--- config.mk ---
export PLATFORM = sky130hd
export DESIGN_NAME = reg_bank_wr
export DESIGN_NICKNAME = d
export VERILOG_FILES = /design/src/rtl/reg_bank_pkg.sv /design/src/rtl/reg_bank_op.sv /design/src/rtl/reg_bank_wr.sv
export SDC_FILE = /design/constraint.sdc
export NUM_CORES = 1
export LEC_CHECK = 0
export ABC_AREA = 1
export ABC_CLOCK_PERIOD_IN_PS = 3100
export CORE_MARGIN = 2
export CORE_UTILIZATION = 51
export CTS_CLUSTER_SIZE = 28
export DETAILED_ROUTE_END_ITERATION = 10
export GPL_TIMING_DRIVEN = 0
export PLACE_DENSITY = 0.89
export SLEW_MARGIN = 0
export SYNTH_ARGS = -nofsm -noshare
export SYNTH_HDL_FRONTEND = slang
export SYNTH_SLANG_ARGS = --single-unit
--- constraint.sdc ---
create_clock -name clk -period 3.1 [get_ports clk]
set_input_delay 0.93 -clock clk [delete_from_list [all_inputs] [get_ports clk]]
set_output_delay 0.93 -clock clk [all_outputs]
set_load 0.1 [all_outputs]
--- src/rtl/reg_bank_pkg.sv ---
// Shared constants and enumerations for the register bank A write controller.
package reg_bank_pkg;

  localparam int WIDTH = 16;
  localparam int NREGS = 14;
  localparam int AW    = 4;

  typedef enum logic [1:0] {
    OP_WRITE  = 2'b00,
    OP_SET    = 2'b01,
    OP_CLEAR  = 2'b10,
    OP_TOGGLE = 2'b11
  } wr_op_t;

  typedef enum logic [1:0] {
    IDLE  = 2'b00,
    APPLY = 2'b01,
    RESP  = 2'b10
  } wr_state_t;

endpackage

--- src/rtl/reg_bank_op.sv ---
// Combinational read-modify-write operator: new = op(old, data), full width, no carries.
module reg_bank_op
  import reg_bank_pkg::*;
#(
  parameter int W = WIDTH
) (
  input  logic [W-1:0] old_val,
  input  logic [W-1:0] data,
  input  wr_op_t       op,
  output logic [W-1:0] new_val
);

  always_comb begin
    // NOTE: default assigned before the case so no path can leave new_val unassigned (no latch).
    new_val = old_val;
    case (op)
      OP_WRITE:  new_val = data;
      OP_SET:    new_val = old_val | data;
      OP_CLEAR:  new_val = old_val & ~data;
      OP_TOGGLE: new_val = old_val ^ data;
      default:   new_val = old_val;
    endcase
  end

endmodule

--- src/rtl/reg_bank_wr.sv ---
// Write-side controller for register bank A: valid/ready request, 3-state FSM,
// 14 x 16-bit registers flattened onto regs_flat, saturating success counter.
module reg_bank_wr
  import reg_bank_pkg::*;
(
  input  logic                   clk,
  input  logic                   rst_n,
  input  logic                   wr_valid,
  output logic                   wr_ready,
  input  logic [AW-1:0]          wr_addr,
  input  logic [WIDTH-1:0]       wr_data,
  input  logic [1:0]             wr_op,
  output logic                   resp_valid,
  output logic                   resp_err,
  input  logic                   resp_ready,
  output logic [NREGS*WIDTH-1:0] regs_flat,
  output logic [7:0]             wr_count
);

  wr_state_t        state_q, state_d;
  logic [AW-1:0]    hold_addr;
  logic [WIDTH-1:0] hold_data;
  wr_op_t           hold_op;
  logic [WIDTH-1:0] regs [NREGS];
  logic [WIDTH-1:0] old_val, new_val;
  logic             addr_ok;
  logic             accept;

  assign wr_ready   = (state_q == IDLE);
  assign resp_valid = (state_q == RESP);
  assign accept     = wr_ready & wr_valid;
  assign addr_ok    = (hold_addr < AW'(NREGS));

  always_comb begin
    state_d = state_q;
    case (state_q)
      IDLE:    if (wr_valid) state_d = APPLY;
      APPLY:   state_d = RESP;
      RESP:    if (resp_ready) state_d = IDLE;
      default: state_d = IDLE;
    endcase
  end

  always_ff @(posedge clk or negedge rst_n) begin
    // NOTE: sequential state uses non-blocking assignments so every flop samples pre-edge values.
    if (!rst_n) state_q <= IDLE;
    else        state_q <= state_d;
  end

  always_ff @(posedge clk or negedge rst_n) begin
    if (!rst_n) begin
      hold_addr <= '0;
      hold_data <= '0;
      hold_op   <= OP_WRITE;
    end else if (accept) begin
      hold_addr <= wr_addr;
      hold_data <= wr_data;
      hold_op   <= wr_op_t'(wr_op);
    end
  end

  // Read mux over the array; out-of-range addresses read as zero and are never written.
  always_comb begin
    old_val = '0;
    for (int i = 0; i < NREGS; i++)
      if (hold_addr == AW'(i)) old_val = regs[i];
  end

  reg_bank_op #(.W(WIDTH)) u_op (
    .old_val (old_val),
    .data    (hold_data),
    .op      (hold_op),
    .new_val (new_val)
  );

  always_ff @(posedge clk or negedge rst_n) begin
    // NOTE: this array is built from flops, not RAM, so it can and must clear on reset.
    if (!rst_n) begin
      for (int i = 0; i < NREGS; i++) regs[i] <= '0;
    end else if (state_q == APPLY && addr_ok) begin
      for (int i = 0; i < NREGS; i++)
        if (hold_addr == AW'(i)) regs[i] <= new_val;
    end
  end

  always_ff @(posedge clk or negedge rst_n) begin
    if (!rst_n) begin
      resp_err <= 1'b0;
      wr_count <= '0;
    end else if (state_q == APPLY) begin
      resp_err <= !addr_ok;
      if (addr_ok && wr_count != 8'hFF) wr_count <= wr_count + 8'd1;
    end
  end

  for (genvar g = 0; g < NREGS; g++) begin : g_pack
    assign regs_flat[g*WIDTH +: WIDTH] = regs[g];
  end

endmodule

# --- Word level (Yosys, flattened, before mapping) ---
# Cells that the tools add are included.
classes:
  addsub: 1
  mul: 0
  div: 0
  magnitude_cmp: 1
  n_eq_ne: 21
  shift: 0
  mux: 18
  n_bitwise: 5
  reduce_logical: 22
ops:
  columns: ["operator", "n"]
  rows:
  - ["$mux W16", 14]
  - ["$pmux W16 S4", 1]
  - ["$reduce_and A2 Y1", 16]
  - ["$eq A4 B4 Y1 const B", 6]
  - ["$and A16 B16 Y16", 1]
  - ["$eq A4 B3 Y1 const B", 4]
  - ["$not A16 Y16", 1]
  - ["$or A16 B16 Y16", 1]
  - ["$xor A16 B16 Y16", 1]
  - ["$add A8 B1 Y8 const B", 1]
  - ["$eq A4 B2 Y1 const B", 2]
  - ["$ne A8 B8 Y1 const B", 1]
  - ["$eq A2 B2 Y1 const B", 3]
  - ["$pmux W2 S3", 1]
  - ["$eq A2 B1 Y1 const B", 2]
  - ["$eq A4 B1 Y1 const B", 1]
  - ["$logic_not A2 Y1", 2]
  - ["$logic_not A4 Y1", 1]
  - ["$lt A4 B4 Y1 const B", 1]
  - ["$mux W2", 2]
  - ["$logic_and A1 B1 Y1", 2]
  - ["$ne A2 B1 Y1 const B", 1]
  - ["$ne A2 B2 Y1 const B", 1]
  - ["$and A1 B1 Y1", 1]
  - ["$logic_not A1 Y1", 1]
word_totals:
  reg_bits: 257
  latchBits: 0
  ram_bits: 0
  rom_bits: 0
  output_inout_bits: 235
  n_memories: 0

# --- Longest topological paths before layout ---
logic_depth:
  ltp_word: 17
  ltp_mapped: 20
  depth_no_buf: 18

# --- Hierarchy ---
# Synthesis repeated with hierarchy kept, for this count alone.
hier_totals:
  hier_cells: 1496
  area_unflattened_um2: 12226.7
by_module_without_submodules:
  columns: ["mod", "n_inst", "cells_each", "area_per_inst_um2", "seq_area_each_um2"]
  rows:
  - ["reg_bank_wr", 1, 1324, 11149.4, 6431.2]
  - ["reg_bank_op", 1, 172, 1077.3, 0.0]

# --- Worst setup path after synthesis ---
# Ideal clock, no wire load.
synth_path:
  path_kind: "flip-flop to flip-flop"
  start: "register regs (netlist bit regs_flat[32])"
  end: "register regs (netlist bit regs_flat[48])"
  setup_time_ns: 0.135
  t_arrival_ns: 2.575
  t_required_ns: 2.965
  path_slack_ns: 0.390
  path_stages_with_launch: 15
  n_path_buf: 1
  path_cell_list: "dfrtp_1 or2_2 nand2_1 nand4_1 nand2_1 nand4_1 nor2_1 nand3_1 nand2_1 inv_1 ha_1 o221ai_1 a21oi_1 clkbuf_1 o21ai_0"
synth_between:
  elab_chain_len: 14
  elab_cells_between_ends: 16
  cone_classes: "13 x mux; 3 x bitwise"
synth_lines:
  columns: ["element", "line", "rtl"]
  rows:
  - ["from (decl)", "reg_bank_wr.sv:24", "logic [WIDTH-1:0] regs [NREGS];"]
  - ["from (signal, indexed assignment)", "reg_bank_wr.sv:82", "if (hold_addr == AW'(i)) regs[i] <= new_val;"]
  - ["$mux W16 * (12 in a row)", "reg_bank_wr.sv:66", "if (hold_addr == AW'(i)) old_val = regs[i];"]
  - ["$xor A16 B16 Y16 (tied with other cells)", "reg_bank_op.sv:20", "OP_TOGGLE: new_val = old_val ^ data;"]
  - ["$pmux W16 S4 *", "reg_bank_op.sv:16", "case (op)"]
# Every way passes the cells marked *; elsewhere a longest branch is shown, timed or not.
# A chain may end at the register's enable or synchronous reset.

# --- Final worst setup path ---
layout_path:
  start: "register hold_addr[1]"
  end: "register regs (netlist bit regs_flat[51])"
layout_between:
  elab_chain_len: 17
  elab_cells_between_ends: 35
  cone_classes: "1 x order compare; 13 x eq/ne; 15 x mux; 3 x bitwise; 3 x reduce/logical"
layout_lines:
  columns: ["element", "line", "rtl"]
  rows:
  - ["from (decl)", "reg_bank_wr.sv:21", "logic [AW-1:0] hold_addr;"]
  - ["from (signal assigned)", "reg_bank_wr.sv:56", "hold_addr <= wr_addr;"]
  - ["$logic_not A4 Y1", "reg_bank_wr.sv:66", null]
  - ["$mux W16 (14 in a row)", "reg_bank_wr.sv:66", null]
  - ["$xor A16 B16 Y16 (tied with other cells)", "reg_bank_op.sv:20", null]
  - ["$pmux W16 S4", "reg_bank_op.sv:16", null]
# Parallel ways exist; a longest one is shown, timed or not.

==> results.tsv <==
metric	value	unit
status	finished, violations left	
violations	setup timing	
synthTopCellsByCount	463 x nand2_1, 257 x dfrtp_1, 245 x o21ai_0, 78 x inv_1, 72 x clkbuf_1	
htreeDepth	1	
postLayoutSetupSlackWorst	-0.347	ns
cts_buffers	27	
cts_tree	built	
fmax	0.290	GHz
area.growth.synth_to_final	48.1	%
fill_cells	1528	
drtPass1Iterations	6	
timing.critical_path.buf_inv	5	
synth_cells	1445	
clock_sink_count	257	
synth_top_area_share	53.5	%
slew_viol_final	0	
clkTransAtPathRegs	0.07	ns
worst-path-stages	19	
grt_pass1_wl	70600	um
yosysTopAreaCell	dfrtp_1	
avgRoutedWirePerCell	23.9	um
fin_nets	1863	
critPathSlowestCell	dfrtp_2	
ant_nets	0	
rsz0062_at_grt	true	
worstPathRequired	3.50	ns
dp_slack	-1.43	ns
die_area	0.0248	mm^2
ios	261	
ys_seq_elements	257	
endpoint_kind	flip-flop	
die_h	158	um
start_util	51.6	%
root_buffer	clkbuf_16	
synthFlopType	dfrtp_1	
hold_buffers	0	
grt_max_degree	111	
maxCapViolations	0	
vias_per_cell	6.19	
coreArea	0.0233	mm^2
drtIter0Drc	1696	
gp_congestion	0.941	
num_vias	13300	
slew_headroom	20.9	%
synth_cell_types	32	
synth-seq-area-share	53.5	%
tightest_slew	1.18	ns
cp.arrival	3.85	ns
fin_util	76.4	%
crit_top_cell	nor2_1	
drcViolationCount	0	
highest_layer	met5	
yosysMostFrequentCell	nand2_1	
grt_pass1_vias	12400	
layout_min_cycle_time	3.45	ns
async_flop_share	100	%
hold_viol	0	
synth_area	0.0120	mm^2
clock_latency	0.55	ns
min_path_type	in2async	
reg2regPathDepth	19	
cpLargestDelayFamily	simple AND/OR/NAND/NOR gates	
layout-drive-gt1-share	18.9	%
min_period_over_period	111	%
gr-usage-all-layers	38.3	%
start_kind	flip-flop	
rows	56	
clockBufferDepth	3	
path_max_fanout	8	
antenna_found_initial	2	
grt_overflow	0	
finalClockSkew	0.0136	ns
max_stage_delay	0.49	ns
synth_area_leaders	dfrtp_1 53%, nand2_1 14%, o21ai_0 10%, ha_1 3.4%, nand3_1 2.7%	
finalSetupViolCount	189	
wl_met2	23100	um
path_class	reg2reg	
ys_warn_count	0	
wl	51300	um
worstPathCellList	inv_4 -> nor2_4 -> nand2_4 -> buf_6 -> buf_4 -> nor2_1 -> nor2_1 -> nand4_1 -> nor2_4 -> nand4_1 -> nor2_1 -> nand3_1 -> nand2_2 -> inv_2 -> ha_4 -> o221ai_2 -> a21oi_4 -> buf_6 -> o21ai_0	
portBuffers	260	
wl_met3	7100	um
dieWidth	158	um
dp_hpwl	32000	um
synth_edf_count	0	
postSynthAreaPerCell	8.33	um^2
met1Wirelength	17200	um
syn-num-nets	1504	
## kinds of logic after synthesis
| kind of cell | Yosys count | synth area share, % |
|---|---|---|
| AOI/OAI and AO/OA | 298 | 13.0 |
| xor gates and xnor gates | 7 | 0.510 |
| adders and majority gates | 33 | 3.43 |
| buffers and inverters | 172 | 5.61 |
| DFF | 257 | 53.5 |
| muxes | 1 | 0.0936 |
| and+or+nand+nor | 677 | 23.9 |
## placed cells by master (no fill, tap or decap), types with 10 or more instances in the layout
cell type        count
nand2_1            435
dfrtp_1            253
clkdlybuf4s50_1    248
o21ai_0            118
o21ai_1             86
inv_1               67
nand3_1             61
clkbuf_1            52
nor2_1              43
buf_4               43
o21ai_2             40
nand4_1             35
clkbuf_16           32
buf_6               24
nand2_2             24
or2_2               22
ha_1                21
a21oi_1             17
buf_8               17
nor2_4              15
nor2_2              15
inv_2               13
or2_0               12
ha_4                10
## layer usage
metal | up-vias | track usage (%)
met4 | 2 | 21.1
met2 | 1156 | 60.9
met5 | - | 0
li1 | 5454 | -
met1 | 6326 | 47.4
met3 | 336 | 10.6
## timing repair
action	4_1_cts	5_1_grt
endpoints found under the setup margin	226	223
pin swaps	46	60
setup buffers	34	25
gates cloned	7	3
resized for setup	199	238
## final cells by class
cell class / instances / area [um^2] / share of cell area (%)
Antenna cell: 1 / 2.50 / 0.0140
Buffer: 88 / 601 / 3.37
Clock buffer: 33 / 738 / 4.14
Clock inverter: 16 / 258 / 1.45
Inverter: 84 / 325 / 1.83
Multi-Input combinational cell: 1016 / 5690 / 31.9
Sequential cell: 257 / 6440 / 36.1
Tap cell: 319 / 399 / 2.24
Timing Repair Buffer: 330 / 3370 / 18.9
## flip-flops by register name, indices dropped and copies added (netlist names)
name / flops
hold_data: 16
hold_op: 2
state_q: 2
wr_count: 8
hold_addr: 4
resp_err: 1
regs_flat: 224
## final timing paths
path | from | to | slack [ns]
setup / recovery | hold_addr[1] | regs_flat[51] | -0.35
hold / removal | rst_n | regs_flat[117] | 0.28
setup reg to reg | hold_addr[1] | regs_flat[51] | -0.35
hold reg to reg | regs_flat[132] | regs_flat[132] | 0.52
max in group asynchronous | rst_n | regs_flat[9] | 1.49
min in group clk | regs_flat[132] | regs_flat[132] | 0.52
## worst reg2reg max path: cells and delay by family, from the launching register on
kind,cells,cell delay [ns]
AO/OA/AOI/OAI,3,0.56
adder cells (fa/ha/maj),1,0.27
buffers and inverters,5,0.62
flip-flops,1,0.49
AND/OR/NAND/NOR,10,1.38
## metrics by stage
stage | cell area, um^2 | hold WS (ns) | TNS, ns | instances
floorplan | 12000 | 0.512 | 0 | 1445
global placement | 15000 | 0.486 | -2616.07 | 2024
detailed placement | 15100 | 0.501 | -171.22 | 2026
CTS | 17000 | 0.286 | -4.81 | 2116
global route | 17800 | 0.299 | -33.92 | 2143
finish | 17800 | 0.276 | -27.11 | 2144
Power is left out: the tool's default activity adds up to more than one toggle a clock period on the data nets, which glitch-free logic cannot reach.
